## src/rtl/fpnew_classifier_multi.sv

```systemverilog
// fpnew_classifier_multi: CLASS opgroup slice. Unpacks raw operand bits into
// per-lane one-hot classification masks (bit 0 NEGINF ... bit 9 QNAN) for
// FP32/FP64/FP16/FP8/FP16ALT, scalar with NaN-box check or packed vector,
// behind a valid/ready pipeline with collapsing bubbles.
module fpnew_classifier_multi #(
  parameter int WIDTH          = 64,
  parameter int ENABLE_VECTORS = 1,
  parameter int NUM_PIPE_REGS  = 1,
  parameter int TAG_WIDTH      = 4
) (
  input  logic                      clk_i,
  input  logic                      rst_i,
  input  logic [WIDTH-1:0]          operand_i,
  input  logic [2:0]                fmt_i,
  input  logic [TAG_WIDTH-1:0]      tag_i,
  input  logic                      in_valid_i,
  output logic                      in_ready_o,
  input  logic                      flush_i,
  output logic [10*(WIDTH/8)-1:0]   class_o,
  output logic [WIDTH/8-1:0]        lane_mask_o,
  output logic                      illegal_fmt_o,
  output logic [TAG_WIDTH-1:0]      tag_o,
  output logic                      out_valid_o,
  input  logic                      out_ready_i,
  output logic                      busy_o
);

  localparam int NL = WIDTH / 8;  // widest lane count (FP8)
  localparam int NF = 5;          // number of legal formats

  function automatic int fmt_exp(input int f);
    case (f)
      0:       return 8;
      1:       return 11;
      2:       return 5;
      3:       return 5;
      4:       return 8;
      default: return 8;
    endcase
  endfunction

  function automatic int fmt_man(input int f);
    case (f)
      0:       return 23;
      1:       return 52;
      2:       return 10;
      3:       return 2;
      4:       return 7;
      default: return 7;
    endcase
  endfunction

  // One-hot class code from the decoded exponent/mantissa properties.
  function automatic logic [9:0] class_bits(input logic sign, input logic exp_ones,
                                            input logic exp_zero, input logic man_zero,
                                            input logic man_msb);
    logic [9:0] c;
    if (exp_ones) begin
      if (man_zero) c = sign ? 10'h001 : 10'h080;
      else          c = man_msb ? 10'h200 : 10'h100;
    end else if (exp_zero) begin
      if (man_zero) c = sign ? 10'h008 : 10'h010;
      else          c = sign ? 10'h004 : 10'h020;
    end else begin
      c = sign ? 10'h002 : 10'h040;
    end
    return c;
  endfunction

  // Classify one right-aligned lane of ew exponent and mw mantissa bits.
  function automatic logic [9:0] classify_lane(input logic [63:0] bits, input int ew,
                                               input int mw);
    logic e1, e0, mz;
    e1 = 1'b1;
    e0 = 1'b1;
    mz = 1'b1;
    for (int i = 0; i < 64; i++) begin
      if (i < mw) begin
        mz = mz & ~bits[6'(i)];
      end else if (i < mw + ew) begin
        e1 = e1 & bits[6'(i)];
        e0 = e0 & ~bits[6'(i)];
      end else begin
        e1 = e1;
      end
    end
    return class_bits(bits[6'(ew + mw)], e1, e0, mz, bits[6'(mw - 1)]);
  endfunction

  typedef struct packed {
    logic [10*NL-1:0]     cls;
    logic [NL-1:0]        mask;
    logic                 ill;
    logic [TAG_WIDTH-1:0] tag;
  } stage_t;

  logic [9:0] cls_s   [NF][NL];
  logic       lmask_s [NF][NL];

  // Per-format, per-lane classifiers; unused lanes are tied to zero.
  for (genvar f = 0; f < NF; f++) begin : g_fmt
    localparam int EW  = fmt_exp(f);
    localparam int MW  = fmt_man(f);
    localparam int FW  = 1 + EW + MW;
    localparam int NLF = (ENABLE_VECTORS != 0) ? (WIDTH / FW) : 1;
    for (genvar k = 0; k < NL; k++) begin : g_lane
      if (k < NLF) begin : g_used
        logic [63:0] slice_s;
        assign slice_s = 64'(operand_i[k*FW +: FW]);
        if (ENABLE_VECTORS == 0 && FW < WIDTH) begin : g_box
          // A scalar narrower than the register must be NaN-boxed (upper bits all ones).
          assign cls_s[f][k] = (&operand_i[WIDTH-1:FW]) ? classify_lane(slice_s, EW, MW)
                                                        : 10'h200;
        end else begin : g_nobox
          assign cls_s[f][k] = classify_lane(slice_s, EW, MW);
        end
        assign lmask_s[f][k] = 1'b1;
      end else begin : g_unused
        assign cls_s[f][k]   = 10'h000;
        assign lmask_s[f][k] = 1'b0;
      end
    end
  end

  stage_t     in_data_s;
  logic [2:0] sel_s;

  // Select the classifier bank for fmt_i; illegal formats yield an empty result.
  always_comb begin
    in_data_s     = '0;
    in_data_s.tag = tag_i;
    sel_s         = 3'd0;
    case (fmt_i)
      3'd0, 3'd1, 3'd2, 3'd3, 3'd4: begin
        sel_s = fmt_i;
        for (int k = 0; k < NL; k++) begin
          in_data_s.cls[10*k +: 10] = cls_s[sel_s][k];
          in_data_s.mask[k]         = lmask_s[sel_s][k];
        end
      end
      default: in_data_s.ill = 1'b1;
    endcase
  end

  if (NUM_PIPE_REGS == 0) begin : g_comb
    assign in_ready_o    = out_ready_i;
    assign out_valid_o   = in_valid_i;
    assign class_o       = in_data_s.cls;
    assign lane_mask_o   = in_data_s.mask;
    assign illegal_fmt_o = in_data_s.ill;
    assign tag_o         = in_data_s.tag;
    assign busy_o        = 1'b0;
  end else begin : g_pipe
    localparam int N = NUM_PIPE_REGS;
    stage_t       data_q [N];
    stage_t       prev_data_s [N];
    logic [N-1:0] valid_q;
    logic [N-1:0] prev_valid_s;
    logic [N-1:0] ld_s;

    // Load enables ripple back from the output: a stage moves when empty or when its successor moves.
    always_comb begin
      ld_s = '0;
      ld_s[N-1] = ~valid_q[N-1] | out_ready_i;
      for (int i = N - 2; i >= 0; i--) begin
        ld_s[i] = ~valid_q[i] | ld_s[i+1];
      end
    end

    // What each stage would capture: the input for stage 0, otherwise the previous stage.
    always_comb begin
      prev_valid_s    = '0;
      prev_valid_s[0] = in_valid_i;
      prev_data_s[0]  = in_data_s;
      for (int i = 1; i < N; i++) begin
        prev_valid_s[i] = valid_q[i-1];
        prev_data_s[i]  = data_q[i-1];
      end
    end

    // Stage registers; flush drops every valid bit including the one being captured.
    always_ff @(posedge clk_i) begin
      if (rst_i) begin
        valid_q <= '0;
        for (int i = 0; i < N; i++) data_q[i] <= '0;
      end else begin
        for (int i = 0; i < N; i++) begin
          if (ld_s[i]) begin
            valid_q[i] <= prev_valid_s[i] & ~flush_i;
            if (prev_valid_s[i]) data_q[i] <= prev_data_s[i];
          end else begin
            valid_q[i] <= valid_q[i] & ~flush_i;
          end
        end
      end
    end

    assign in_ready_o    = ld_s[0];
    assign out_valid_o   = valid_q[N-1];
    assign class_o       = data_q[N-1].cls;
    assign lane_mask_o   = data_q[N-1].mask;
    assign illegal_fmt_o = data_q[N-1].ill;
    assign tag_o         = data_q[N-1].tag;
    assign busy_o        = |valid_q;
  end

endmodule

```

## config.mk

```make
export PLATFORM = sky130hd
export DESIGN_NAME = fpnew_classifier_multi
export DESIGN_NICKNAME = d
export VERILOG_FILES = /design/src/rtl/fpnew_classifier_multi.sv
export SDC_FILE = /design/constraint.sdc
export NUM_CORES = 1
export LEC_CHECK = 0
export BUFFER_PORTS_ARGS = -buffer_cell sky130_fd_sc_hd__buf_4
export CAP_MARGIN = 20
export CORE_ASPECT_RATIO = 0.9
export CORE_MARGIN = 2
export CORE_UTILIZATION = 33
export DETAILED_ROUTE_END_ITERATION = 8
export PLACE_DENSITY = 0.56
export SLEW_MARGIN = 40
export SYNTH_ARGS = -nofsm -noshare
export SYNTH_HDL_FRONTEND = slang
export SYNTH_SLANG_ARGS = --single-unit
```

## constraint.sdc

```tcl
create_clock -name clk_i -period 3.9 [get_ports clk_i]
set_clock_uncertainty 0.15 [all_clocks]
set_input_delay 0.195 -clock clk_i [delete_from_list [all_inputs] [get_ports clk_i]]
set_output_delay 0.195 -clock clk_i [all_outputs]
set_load 0.005 [all_outputs]
```

; Word-level counts from Yosys, hierarchy flattened
; Memory sizes are Yosys's and may differ from the RTL's.
; Index checks and enable logic that the tools add are counted.
[op_classes]
n_lt_le_gt_ge = 1
n_eq_ne = 4
mux = 132
n_bitwise = 254
reduce_logical = 3
[ops]
columns = op, n
row1 = two-way mux 10 bit, 84
row2 = binary-select mux 80 bit (select 3 bit), 1
row3 = AND 1 bit, 188
row4 = two-way mux 80 bit, 2
row5 = two-way mux 93 bit, 1
row6 = OR reduction 93 bit, 1
row7 = two-way mux 88 bit, 1
row8 = two-way mux 8 bit, 10
row9 = NOT 1 bit, 64
row10 = two-way mux 7 bit, 8
row11 = two-way mux 6 bit, 8
row12 = two-way mux 5 bit, 8
row13 = two-way mux 1 bit, 9
row14 = == test 3 x 2 -> 1 bit (second input constant), 2
row15 = OR reduction 5 bit, 1
row16 = >= comparator 4 bit (second input constant), 1
row17 = NOT 3 -> 4 bit, 1
row18 = == test 3 x 1 -> 1 bit (second input constant), 1
row19 = == test 3 bit (second input constant), 1
row20 = logical NOT 3 bit, 1
row21 = bitwise OR 1 bit, 1
[totals]
reg_bits = 1
ram_bits = 93
romBits = 64
inputBits = 76
out_inout_bits = 96
elab_cells = 397
memories = 2
[mem_list]
columns = memory, depth, width, read_ports, rd_ports_with_merged_regs, wr, line_no
row1 = g_pipe.data_q, 1, 93, 1, 0, 1, 155  ; stage_t data_q [N];
row2 = (name not given), 8, 8, 1, 0, 0, 138  ; in_data_s.mask[k] = lmask_s[sel_s][k];

; Longest topological paths before layout
; Gate-level depths: netlist of the first run.
[logic_depth]
depth_word = 31
depth_mapped = 8
mapped_depth_nobuf = 7

; Worst setup path before layout of the first run
; OpenSTA, ideal clock, no wires.
[synth_path]
path_type = register to register
start = reg g_pipe.valid_q, in the netlist busy_o
end = mem g_pipe.data_q[0][0] (netlist name), enable pin
setup_ps = 447
arrival_time_ps = 2680
required_ps = 3303
path_slack_ps = 623
path_stages_with_launch = 5
path_buffers = 1
synth_period_minus_slack_ps = 3277
path_cell_list = dfxtp_1 -> nor2b_1 -> inv_1 -> clkbuf_1 -> a21o_1
[synth_via]
elab_chain_len = 7
[synth_lines]
columns = element, line_no
row1 = start: declaration, 157  ; logic [N-1:0] valid_q;
row2 = start signal: indexed assignment, 189  ; valid_q[i] <= prev_valid_s[i] & ~flush_i;
row3 = start signal: indexed assignment, 192  ; valid_q[i] <= valid_q[i] & ~flush_i;
row4 = NOT 1 bit (*), 164  ; ld_s[N-1] = ~valid_q[N-1] | out_ready_i;
row5 = bitwise OR 1 bit (*), 164
row6 = net in_ready_o, 17  ; output logic in_ready_o,
row7 = two-way mux 1 bit (*), 188  ; if (ld_s[i]) begin
row8 = two-way mux 1 bit (*), 183  ; if (rst_i) begin
row9 = two-way mux 1 bit (implied by the code) (*), 190  ; if (prev_valid_s[i]) data_q[i] <= prev_data_s[i];
row10 = OR reduction 93 bit (no source line), --
row11 = two-way mux 1 bit (no source line) (*), --
row12 = end: declaration, 155
; The timed path passes the listed nets; every way through them passes the cells marked *.

; Final worst setup path of the first run
[layout_path]
start = reg g_pipe.valid_q, in the netlist busy_o
end = mem g_pipe.data_q[0][53] (netlist name), data pin
[layout_via]
elab_chain_len = 7
[layout_lines]
columns = element, line_no
row1 = NOT 1 bit, 164
row2 = bitwise OR 1 bit, 164
row3 = two-way mux 1 bit, 188
row4 = two-way mux 1 bit, 183
row5 = two-way mux 1 bit (implied by the code), 190
row6 = OR reduction 93 bit (no source line), --
row7 = two-way mux 93 bit (no source line), --
; Every way passes these cells.

==> metrics.md, run 1 <==
| Metric | Value |
|---|---|
| Max-cap violation count | `0` |
| Fmax | `between 300 and 400 MHz` |
| R2R Path Start | `busy_o$_SDFF_PP0_` |
| Pins Over Slew Limit | `0` |
| Area leader, netlist | `edfxtp_1` |
| Clock tree sinks | `90` |
| Area contributors post-synth | `edfxtp_1 52%, nor2_1 4.4%, nand3_1 3.9%` |
| Longest Clk Path Bufs | `2` |
| I/O Buffers | `roughly 170` |
| Hold path cells | `2` |
| DIE AREA | `16600 µm²` |
| CTS tree | `yes` |
| Most common flop cell mapped by yosys | `edfxtp_1` |
| Num rows | `43` |
| Worst-Skew Late Latency | `approximately 0.34 ns` |
| Routed length per instance | `around 20 µm` |
| # diodes | `0` |
| WP depth | `7` |
| Fin. Hold Viols | `0` |
| Reg2reg end | `g_pipe.data_q[0][53]$_SDFFCE_PN0P_` |
| Area of the mapped netlist | `about 5100 µm²` |
| Ys Warns | `0` |
| Place WS | `~1.2 ns` |
| Drt initial violations | `660` |
| Pin count of the biggest net entering global routing | `64` |
| Reg2reg path depth | `7` |
| Post-synthesis cell type count | `64` |
| Avg Synthesized Cell Area | `9.85 µm²` |
| Status | `finished, final reports clean` |
| Crit. Startpoint | `busy_o$_SDFF_PP0_` |
| Yosys reg bits | `90` |
| Yosys top cell area share | `0.521` |
| Via count | `around 5200` |
| CP Buf/Inv Count | `3` |
| Die Height | `about 120 µm` |
| Global-route wire length before repair | `about 27 mm` |
| Tmin final | `roughly 2.7 ns` |
| Setup crit end kind | `flip-flop` |
| Post-Route WL | `17.9 mm` |
| Seq/Total Area, Yosys | `0.525` |
| Initial antenna violation count | `0` |
| Pwr dens | `approximately 340 nW/µm²` |
| Congestion Overflow GR | `0` |
| Final worst slack | `around 1.2 ns` |
| RSZ-0062 raised after global routing | `false` |
| Ports | `172` |
| Clock-pin transition on the worst setup and hold timing paths | `approximately 0.06 ns` |
| ANT nets after route | `0` |
| Top cell by count, worst path | `inv_1` |
| Max VDD drop | `between 150 and 200 µV` |
| DRC Markers | `0` |
| Hold WC Path Type | `primary input to flip-flop` |
| H-tree lvl count | `3` |
| Asr flop ratio synth | `0` |
| Initial core utilization | `0.335` |
| Via density | `between 5 and 6` |
| Final Cycle Share | `0.691` |
| Total CTS buffers | `9` |
| GPL Wtd Cong | `about 0.91` |
| Crit path DAT | `about 2.7 ns` |
| Number of global-route vias before repair | `approximately 4900` |
| Worst stage delay on the critical path | `0.55 ns` |
| Crit-path slowest cell | `inv_1` |
| Post-synth top cells | `89 x edfxtp_1, 60 x nor2_1, 44 x nand2_1` |
| Critical Path Source Type | `flip-flop` |
| 1st-pass router iterations | `5` |
| CP required | `3.89 ns` |
| Synthesized netlist cell count | `521` |
| CP Cell Sequence | `nor2b_1, inv_1, nand4_1, buf_4, inv_1, nand2_1, nor4b_1` |
| Crit-path max FO | `21` |
| Root Buffer | `clkbuf_16` |
| Setup TNS | `0 ns` |
| Worst setup path end | `g_pipe.data_q[0][53]$_SDFFCE_PN0P_` |
| Final layout net count | `roughly 760` |
| Post-synth EDFFs | `89` |
| Final Setup Violations | `0` |
| Critical Setup Path Class | `flip-flop to flip-flop` |
| Global Route Usage Sum | `0.214` |
| DP HPWL | `around 13 mm` |
| Top-count cell post-synth | `edfxtp_1` |
| Tightest Pin Transition | `approximately 0.7 ns` |
| Die W | `approximately 140 µm` |
| Leakage | `2.66 nW` |
| Total core area | `~15000 µm²` |
| Syn nets | `597` |
| Slew headroom | `0.532` |
| CP top delay family | `buffers and inverters` |
| Layout cells sized above 1 | `0.308` |
| R2r setup slk | `roughly 1.2 ns` |
| Area grow syn2layout | `35.2%` |
| Hold Startpoint | `tag_i[1]` |
==> stage by stage <==
| step | area [µm²] | power (mW) | utilization | hold WS [ns] | instances |
|---|---|---|---|---|---|
| after floorplan | 5130 | 1.27 | - | 0.122 | 521 |
| after global placement | 6600 | 1.47 | 0.430 | 0.209 | 867 |
| after detailed placement | 6600 | 1.47 | 0.430 | 0.210 | 867 |
| after CTS | 6940 | 2.38 | 0.453 | 0.000693 | 887 |
| after global routing | 6940 | 2.44 | 0.453 | 0.0124 | 887 |
| final | 6940 | 2.35 | 0.453 | 0.0128 | 887 |
==> per-layer routing <==
metal  routed length (µm)  vias to the layer above  GRT usage
met2                 8030                      351      0.326
met3                 1820                       34     0.0620
li1                     -                     2377          -
met4                  467                        0     0.0827
met1                 7610                     2458      0.290
met5                    0                        -          0
==> how the worst min path moves through the flow <==
stage,end,slack (ns)
final,g_pipe.data_q[0][1]$_SDFFCE_PN0P_,0.01
after global routing,g_pipe.data_q[0][73]$_SDFFCE_PN0P_,0.01
after CTS,g_pipe.data_q[0][1]$_SDFFCE_PN0P_,0.0007
after detailed placement,busy_o$_SDFF_PP0_,0.21
after global placement,busy_o$_SDFF_PP0_,0.21
after floorplan,busy_o$_SDFF_PP0_,0.12
==> final cells by class <==
cell class / count / area [µm²]
Clock inverter: 6 / 72.6
Inverter: 12 / 45.0
Fill cell: 1500 / 8390
Tap cell: 202 / 253
Sequential cell: 90 / 2690
Timing Repair Buffer: 184 / 1400
Clock buffer: 10 / 229
Multi-Input combinational cell: 383 / 2240
==> where the power goes <==
group / switching (mW) / leakage (nW) / internal (mW)
clock: 0.395 / 0.144 / 0.505
sequential: 0.0174 / 0.991 / 1.11
combinational: 0.177 / 1.52 / 0.148
==> state kept, by name, indices dropped and copies added (netlist names) <==
register       flops
g_pipe.data_q     89
busy_o             1
==> logic make-up after synthesis <==
family	synth area share
buffers and inverters	0.0395
AND/OR/NAND/NOR	0.306
AO/OA/AOI/OAI	0.129
flip-flops	0.525
==> timing repair <==
action | 4_1_cts | 5_1_grt
hold buffers | 4 | 0
endpoints found under the setup margin | 0 | 0
gates resized for setup | 0 | 0
buffers inserted | 0 | 0
endpoints found under the hold margin | 3 | 0
==> placed cells by master, fill, tap and decap left out, types with 4 or more instances in the layout <==
master	netlist	routed
buf_4	5	179
edfxtp_1	89	89
nor2_1	60	60
nand2_1	44	44
nand3_1	40	40
nor3_1	34	34
nand4_1	19	19
nor4_1	17	17
and3_1	14	14
inv_1	12	12
a21oi_1	12	12
a31oi_1	11	11
o21ai_0	10	10
or3_1	9	9
clkbuf_16	0	9
or4_1	8	8
o32ai_1	8	8
o22ai_1	7	7
nor2b_1	6	6
nor4b_1	4	4
and4_1	4	4
nand3b_1	4	4
nor3b_1	4	4
o211ai_1	4	4
dlygate4sd3_1	0	4
Power figures use the tool's default switching activity.
==> inputs of run 2 (changes only) <==
==> constraint.sdc (replaced) <==
create_clock -name clk_i -period 2.8 [get_ports clk_i]
set_clock_uncertainty 0.15 [all_clocks]
set_input_delay 0.14 -clock clk_i [delete_from_list [all_inputs] [get_ports clk_i]]
set_output_delay 0.14 -clock clk_i [all_outputs]
set_load 0.005 [all_outputs]
==> metrics.md, run 2 (same netlist as run 1, synthesis figures left out) <==
| Metric | Value |
|---|---|
| Initial core utilization | `0.335` |
| Longest Clk Path Bufs | `2` |
| Die W | `approximately 140 µm` |
| Setup TNS | `0 ns` |
| Max-cap violation count | `0` |
| Via density | `~5.8` |
| # diodes | `0` |
| Num rows | `43` |
| I/O Buffers | `~170` |
| Placed Area | `6710 µm²` |
| Slew headroom | `0.519` |
| Die Height | `approximately 120 µm` |
| Status | `finished, final reports clean` |
| Tmin final | `2.52 ns` |
| Reg2reg end | `g_pipe.data_q[0][53]$_SDFFCE_PN0P_` |
| Setup repair bufs after CTS | `0` |
| Hold path cells | `3` |
| Ports | `~170` |
| Hold Startpoint | `operand_i[16]` |
| Max FFs per register | `a little under 90` |
| Pwr dens | `463 nW/µm²` |
| Tightest Pin Transition | `slightly above 0.7 ns` |
| Fmax | `about 400 MHz` |
| Final Setup Violations | `0` |
| Critical Path Source Type | `primary input` |
| ANT nets after route | `0` |
| DRC Markers | `0` |
| Final Cycle Share | `0.902` |
| NetSw | `roughly 0.84 mW` |
| Hold WC Path Type | `primary input to flip-flop` |
| Global Route Usage Sum | `0.216` |
| Total core area | `roughly 15000 µm²` |
| Commonest non-fill, non-tap cells in the layout | `191 x buf_4, 89 x edfxtp_1, 60 x nor2_1, 44 x nand2_1, 40 x nand3_1` |
| 1st-pass router iterations | `5` |
| Clock-pin transition on the worst setup and hold timing paths | `around 0.07 ns` |
| Drt initial violations | `between 500 and 600` |
| DP HPWL | `13.6 mm` |
| Routed length per instance | `just under 20 µm` |
| Sw frac | `0.252` |
| Total CTS buffers | `9` |
| Sequential share of power | `0.474` |
| R2R Path Start | `busy_o$_SDFF_PP0_` |
| Clock tree sinks | `90` |
| Root Buffer | `clkbuf_16` |
| Initial antenna violation count | `0` |
| Design Area, Final | `7160 µm²` |
| Sequential cell area | `about 2700 µm²` |
| Congestion Overflow GR | `0` |
| RSZ-0062 raised after global routing | `false` |
| Final layout net count | `just under 800` |
| Via count | `between 5000 and 6000` |
| Crit. Startpoint | `operand_i[38]` |
| R2r setup slk | `0.34 ns` |
| Crit-path max FO | `7` |
| Int Power | `2.48 mW` |
| Biggest register | `g_pipe.data_q` |
| Pin count of the biggest net entering global routing | `30` |
| DIE AREA | `around 17000 µm²` |
| Gate power share | `0.143` |
| Commonest non-fill, non-tap cell in the layout | `buf_4` |
| Max VDD drop | `roughly 270 µV` |
| Fin. Hold Viols | `0` |
| Layout cells sized above 1 | `0.317` |
| Multi-input logic area | `2240 µm²` |
| Pins Over Slew Limit | `0` |
| Crit path DAT | `around 2.5 ns` |
| GPL Wtd Cong | `between 0.9 and 1` |
| Area grow syn2layout | `39.5%` |
| Clock power frac | `0.383` |
| Worst-Skew Late Latency | `0.35 ns` |
| Setup crit end kind | `flip-flop` |
| CP required | `between 2 and 3 ns` |
| Number of global-route vias before repair | `between 5000 and 6000` |
| WHS Endpoint | `g_pipe.data_q[0][41]$_SDFFCE_PN0P_` |
| Critical Setup Path Class | `primary input to flip-flop` |
| Fillers | `1450` |
| CTS tree | `yes` |
| Tot Pwr | `approximately 3.3 mW` |
| H-tree lvl count | `3` |
| Global-route wire length before repair | `27.2 mm` |
| Leakage | `between 2 and 3 nW` |
| Reg2reg path depth | `8` |
| Post-Route WL | `between 15 and 20 mm` |
## run 2: metrics by stage
stage | std cells | utilization | hold WS (ns) | worst slack, ns
global route | 911 | 0.467 | 0.0169 | 0.103
floorplan | 521 | - | 0.0668 | 0.293
CTS | 911 | 0.467 | 0.00566 | 0.201
finish | 911 | 0.467 | 0.00781 | 0.275
global placement | 880 | 0.437 | 0.152 | 0.437
detailed placement | 880 | 0.437 | 0.156 | 0.372
## run 2: how the worst max path moves through the flow
stage | slack, ns | endpoint | cells after the start
floorplan | 0.29 | g_pipe.data_q[0][0]$_SDFFCE_PN0P_ | 4
global placement | 0.44 | g_pipe.data_q[0][18]$_SDFFCE_PN0P_ | 6
detailed placement | 0.37 | g_pipe.data_q[0][27]$_SDFFCE_PN0P_ | 5
CTS | 0.20 | g_pipe.data_q[0][53]$_SDFFCE_PN0P_ | 8
global route | 0.10 | g_pipe.data_q[0][53]$_SDFFCE_PN0P_ | 8
finish | 0.28 | g_pipe.data_q[0][28]$_SDFFCE_PN0P_ | 7
## run 2: layout make-up
class | instances | area share
clock buffers | 10 | 0.0320
clock inverters | 6 | 0.0101
inverters | 12 | 0.00629
multi-input cells | 383 | 0.313
flip-flops and latches | 90 | 0.376
well taps | 202 | 0.0353
repair buffers | 208 | 0.227
## run 2: per-layer routing
layer | vias to the layer above | track usage | share of wire
met5 | - | 0 | 0
met4 | 0 | 0.0716 | 0.025
li1 | 2424 | - | -
met2 | 292 | 0.335 | 0.45
met3 | 42 | 0.0537 | 0.089
met1 | 2531 | 0.299 | 0.44
## run 2: what timing repair did
| item | CTS | global route |
|---|---|---|
| endpoints found under the setup margin | 0 | 1 |
| hold endpoints to repair | 14 | 0 |
| hold buffers | 15 | 0 |
| gates resized for setup | 0 | 1 |
## run 2: critical path, stage by stage
cell	delay (ns)
dlygate4sd3_1	0.54
buf_4	0.16
nor4_1	0.47
nand3_1	0.22
nor3_2	0.45
a2111oi_0	0.21
a311o_1	0.30
## run 2: power groups by stage
| stage | registers, mW | logic [mW] | clock network [mW] |
|---|---|---|---|
| final | 1.57 | 0.473 | 1.27 |
| after global routing | 1.58 | 0.512 | 1.34 |
| after CTS | 1.57 | 0.471 | 1.30 |
| after detailed placement | 1.60 | 0.456 | 0 |
| after global placement | 1.60 | 0.454 | 0 |
| after floorplan | 1.61 | 0.155 | 0 |
==> inputs of run 3 (changes only) <==
--- a/config.mk
+++ b/config.mk
@@ -5,13 +5,14 @@
 export SDC_FILE = /design/constraint.sdc
 export NUM_CORES = 1
 export LEC_CHECK = 0
-export BUFFER_PORTS_ARGS = -buffer_cell sky130_fd_sc_hd__buf_4
+export ABC_AREA = 1
 export CAP_MARGIN = 20
 export CORE_ASPECT_RATIO = 0.9
 export CORE_MARGIN = 2
 export CORE_UTILIZATION = 33
 export DETAILED_ROUTE_END_ITERATION = 8
-export PLACE_DENSITY = 0.56
+export DONT_BUFFER_PORTS = 1
+export PLACE_DENSITY = 0.47
 export SLEW_MARGIN = 40
 export SYNTH_ARGS = -nofsm -noshare
 export SYNTH_HDL_FRONTEND = slang
==> metrics.md, run 3 <==
| Metric | Value |
|---|---|
| Max FFs per register | `between 80 and 90` |
| Setup crit end kind | `flip-flop` |
| Layout cells sized above 1 | `0.111` |
| DRC Markers | `0` |
| R2R Path Start | `busy_o$_SDFF_PP0_` |
| Area leader, netlist | `edfxtp_1` |
| Largest family of logic cells by synthesized area | `simple AND/OR/NAND/NOR gates` |
| Post-Place Cells | `904` |
| Sequential share of power | `0.513` |
| Syn nets | `a little under 800` |
| Total CTS buffers | `9` |
| Area grow syn2layout | `15.0%` |
| Post-Synth XOR/XNOR Area | `0` |
| Avg Synthesized Cell Area | `roughly 7.9 µm²` |
| Top-count cell post-synth | `nand2_1` |
| Design Area, Final | `6480 µm²` |
| Global-route wire length before repair | `28.1 mm` |
| WHS Endpoint | `g_pipe.data_q[0][16]$_SDFFCE_PN0P_` |
| Fin. Hold Viols | `0` |
| CTS tree | `yes` |
| Worst-Skew Late Latency | `between 0.3 and 0.4 ns` |
| Ports | `172` |
| ANT nets after route | `0` |
| Asr flop ratio synth | `0` |
| Clock tree sinks | `90` |
| Placed Area | `a little under 6000 µm²` |
| Congestion Overflow GR | `0` |
| Num rows | `45` |
| CP required | `2.87 ns` |
| Area of the mapped netlist | `5640 µm²` |
| Gate power share | `0.091` |
| Longest Clk Path Bufs | `2` |
| Seq/Total Area, Yosys | `0.477` |
| Post-route insts no fill | `956` |
| Max VDD drop | `about 240 µV` |
| Hold Buf Count CTS | `36` |
| Fmax | `403 MHz` |
| Total core area | `about 17000 µm²` |
| Die W | `142 µm` |
| Commonest non-fill, non-tap cells in the layout | `138 x nand2_1, 123 x nor2_1, 89 x edfxtp_1, 78 x inv_1, 72 x nand3_1` |
| Global Route Usage Sum | `0.205` |
| Slew headroom | `0.555` |
| Initial core utilization | `0.336` |
| Most common flop cell mapped by yosys | `edfxtp_1` |
| Post-synthesis cell type count | `39` |
| Reg2reg end | `g_pipe.data_q[0][81]$_SDFFCE_PN0P_` |
| RSZ-0062 raised after global routing | `false` |
| Routed length per instance | `19.2 µm` |
| Via density | `5.26` |
| Drt initial violations | `385` |
| Max-cap violation count | `0` |
| Tightest Pin Transition | `0.667 ns` |
| Ys Warns | `0` |
| Initial antenna violation count | `0` |
| GPL Wtd Cong | `between 0.9 and 1` |
| Yosys reg bits | `90` |
| Synth Area in Compound Gates | `0.0807` |
| # diodes | `0` |
| # resized after CTS | `0` |
| Synthesized netlist cell count | `710` |
| Final Cycle Share | `0.887` |
| Critical Path Source Type | `flip-flop` |
| Simple logic cell fraction of the synthesized area | `0.356` |
| Pwr dens | `479 nW/µm²` |
| Status | `finished, final reports clean` |
| Area contributors post-synth | `edfxtp_1 47%, nand2_1 9.3%, nor2_1 8.2%` |
| Pins Over Slew Limit | `0` |
| Hold path cells | `4` |
| R2r setup slk | `between 0.3 and 0.4 ns` |
| Yosys top cell area share | `0.474` |
| Tmin final | `2.48 ns` |
| Crit path DAT | `2.55 ns` |
| Via count | `5025` |
| H-tree lvl count | `3` |
| DIE AREA | `between 15000 and 20000 µm²` |
| Critical Setup Path Class | `flip-flop to flip-flop` |
| Leakage | `roughly 2.5 nW` |
| Die Height | `128 µm` |
| Number of global-route vias before repair | `approximately 5000` |
| 1st-pass router iterations | `6` |
| Post-Route WL | `18.4 mm` |
| Sw frac | `0.249` |
| Clock-pin transition on the worst setup and hold timing paths | `0.07 ns` |
| Crit-path max FO | `13` |
| Reg2reg path depth | `8` |
| Hold Startpoint | `operand_i[31]` |
| DP HPWL | `between 10 and 15 mm` |
| Final layout net count | `between 800 and 900` |
| Biggest register | `g_pipe.data_q` |
| Setup TNS | `0 ns` |
| Post-synth top cells | `139 x nand2_1, 123 x nor2_1, 89 x edfxtp_1` |
| Setup repair bufs after CTS | `0` |
| Final Setup Violations | `0` |
| Clock power frac | `0.396` |
| Post-synthesis mux area share | `0` |
| Pin count of the biggest net entering global routing | `38` |
| Synth Area in Adders | `0` |
| Int Power | `~2.3 mW` |
| Hold WC Path Type | `primary input to flip-flop` |
| Post-synth EDFFs | `89` |
| Commonest non-fill, non-tap cell in the layout | `nand2_1` |
| I/O Buffers | `0` |
| Root Buffer | `clkbuf_16` |
| NetSw | `0.772 mW` |
run 3: worst max-delay path, cell delays in order (launching register included):
cell	delay, ns
dfxtp_1	0.36
nand2_2	0.11
nand2_1	0.11
nor2_1	0.14
inv_2	0.12
nor2_4	0.30
inv_2	0.23
nor4_1	0.23
dlygate4sd3_1	0.58
run 3: stage by stage:
stage | total power, mW | hold WS [ns] | utilization | setup WS, ns
final | 3.11 | 0.0126 | 0.386 | 0.316
after global placement | 1.86 | 0.0688 | 0.347 | 0.709
after floorplan | 1.80 | 0.0628 | - | 0.658
after global routing | 3.21 | 0.0280 | 0.386 | 0.0566
after detailed placement | 1.86 | 0.0698 | 0.347 | 0.678
after CTS | 3.15 | 0.00207 | 0.386 | 0.296
run 3: how the worst max path moves through the flow:
stage / startpoint / endpoint / cells past startpoint
floorplan: busy_o$_SDFF_PP0_ / g_pipe.data_q[0][0]$_SDFFCE_PN0P_ / 3
global placement: busy_o$_SDFF_PP0_ / g_pipe.data_q[0][37]$_SDFFCE_PN0P_ / 7
finish: busy_o$_SDFF_PP0_ / g_pipe.data_q[0][81]$_SDFFCE_PN0P_ / 8
global route: busy_o$_SDFF_PP0_ / g_pipe.data_q[0][91]$_SDFFCE_PN0P_ / 8
detailed placement: busy_o$_SDFF_PP0_ / g_pipe.data_q[0][45]$_SDFFCE_PN0P_ / 7
CTS: busy_o$_SDFF_PP0_ / g_pipe.data_q[0][81]$_SDFFCE_PN0P_ / 8
run 3: final cells by class:
cell class                 instances  area (µm²)
clock buffer                      10         229
clock inverter                     6        65.1
fill                            1750       10300
inverter                          90         338
multi-input combinational        506        2470
sequential                        90        2690
tap                              211         264
timing repair buffer              43         425
run 3: per-layer routing:
metal / track usage / up-vias / part of all wire
li1: - / 2440 / -
met1: 0.255 / 2340 / 0.43
met2: 0.354 / 220 / 0.49
met3: 0.0471 / 25 / 0.065
met4: 0.0682 / 0 / 0.021
met5: 0 / - / 0
run 3: logic make-up (layout without fill, tap and decap cells):
| kind of cell | Yosys count | in the layout |
|---|---|---|
| simple gates | 422 | 422 |
| buf+inv | 114 | 149 |
| flops | 90 | 90 |
| compound gates | 84 | 84 |
run 3: power by group through the flow:
| stage | Sequential [mW] | Clock, mW | Combinational [mW] |
|---|---|---|---|
| finish | 1.59 | 1.23 | 0.283 |
| global placement | 1.63 | 0 | 0.231 |
| global route | 1.60 | 1.30 | 0.314 |
| floorplan | 1.61 | 0 | 0.188 |
| detailed placement | 1.63 | 0 | 0.234 |
| CTS | 1.60 | 1.26 | 0.283 |
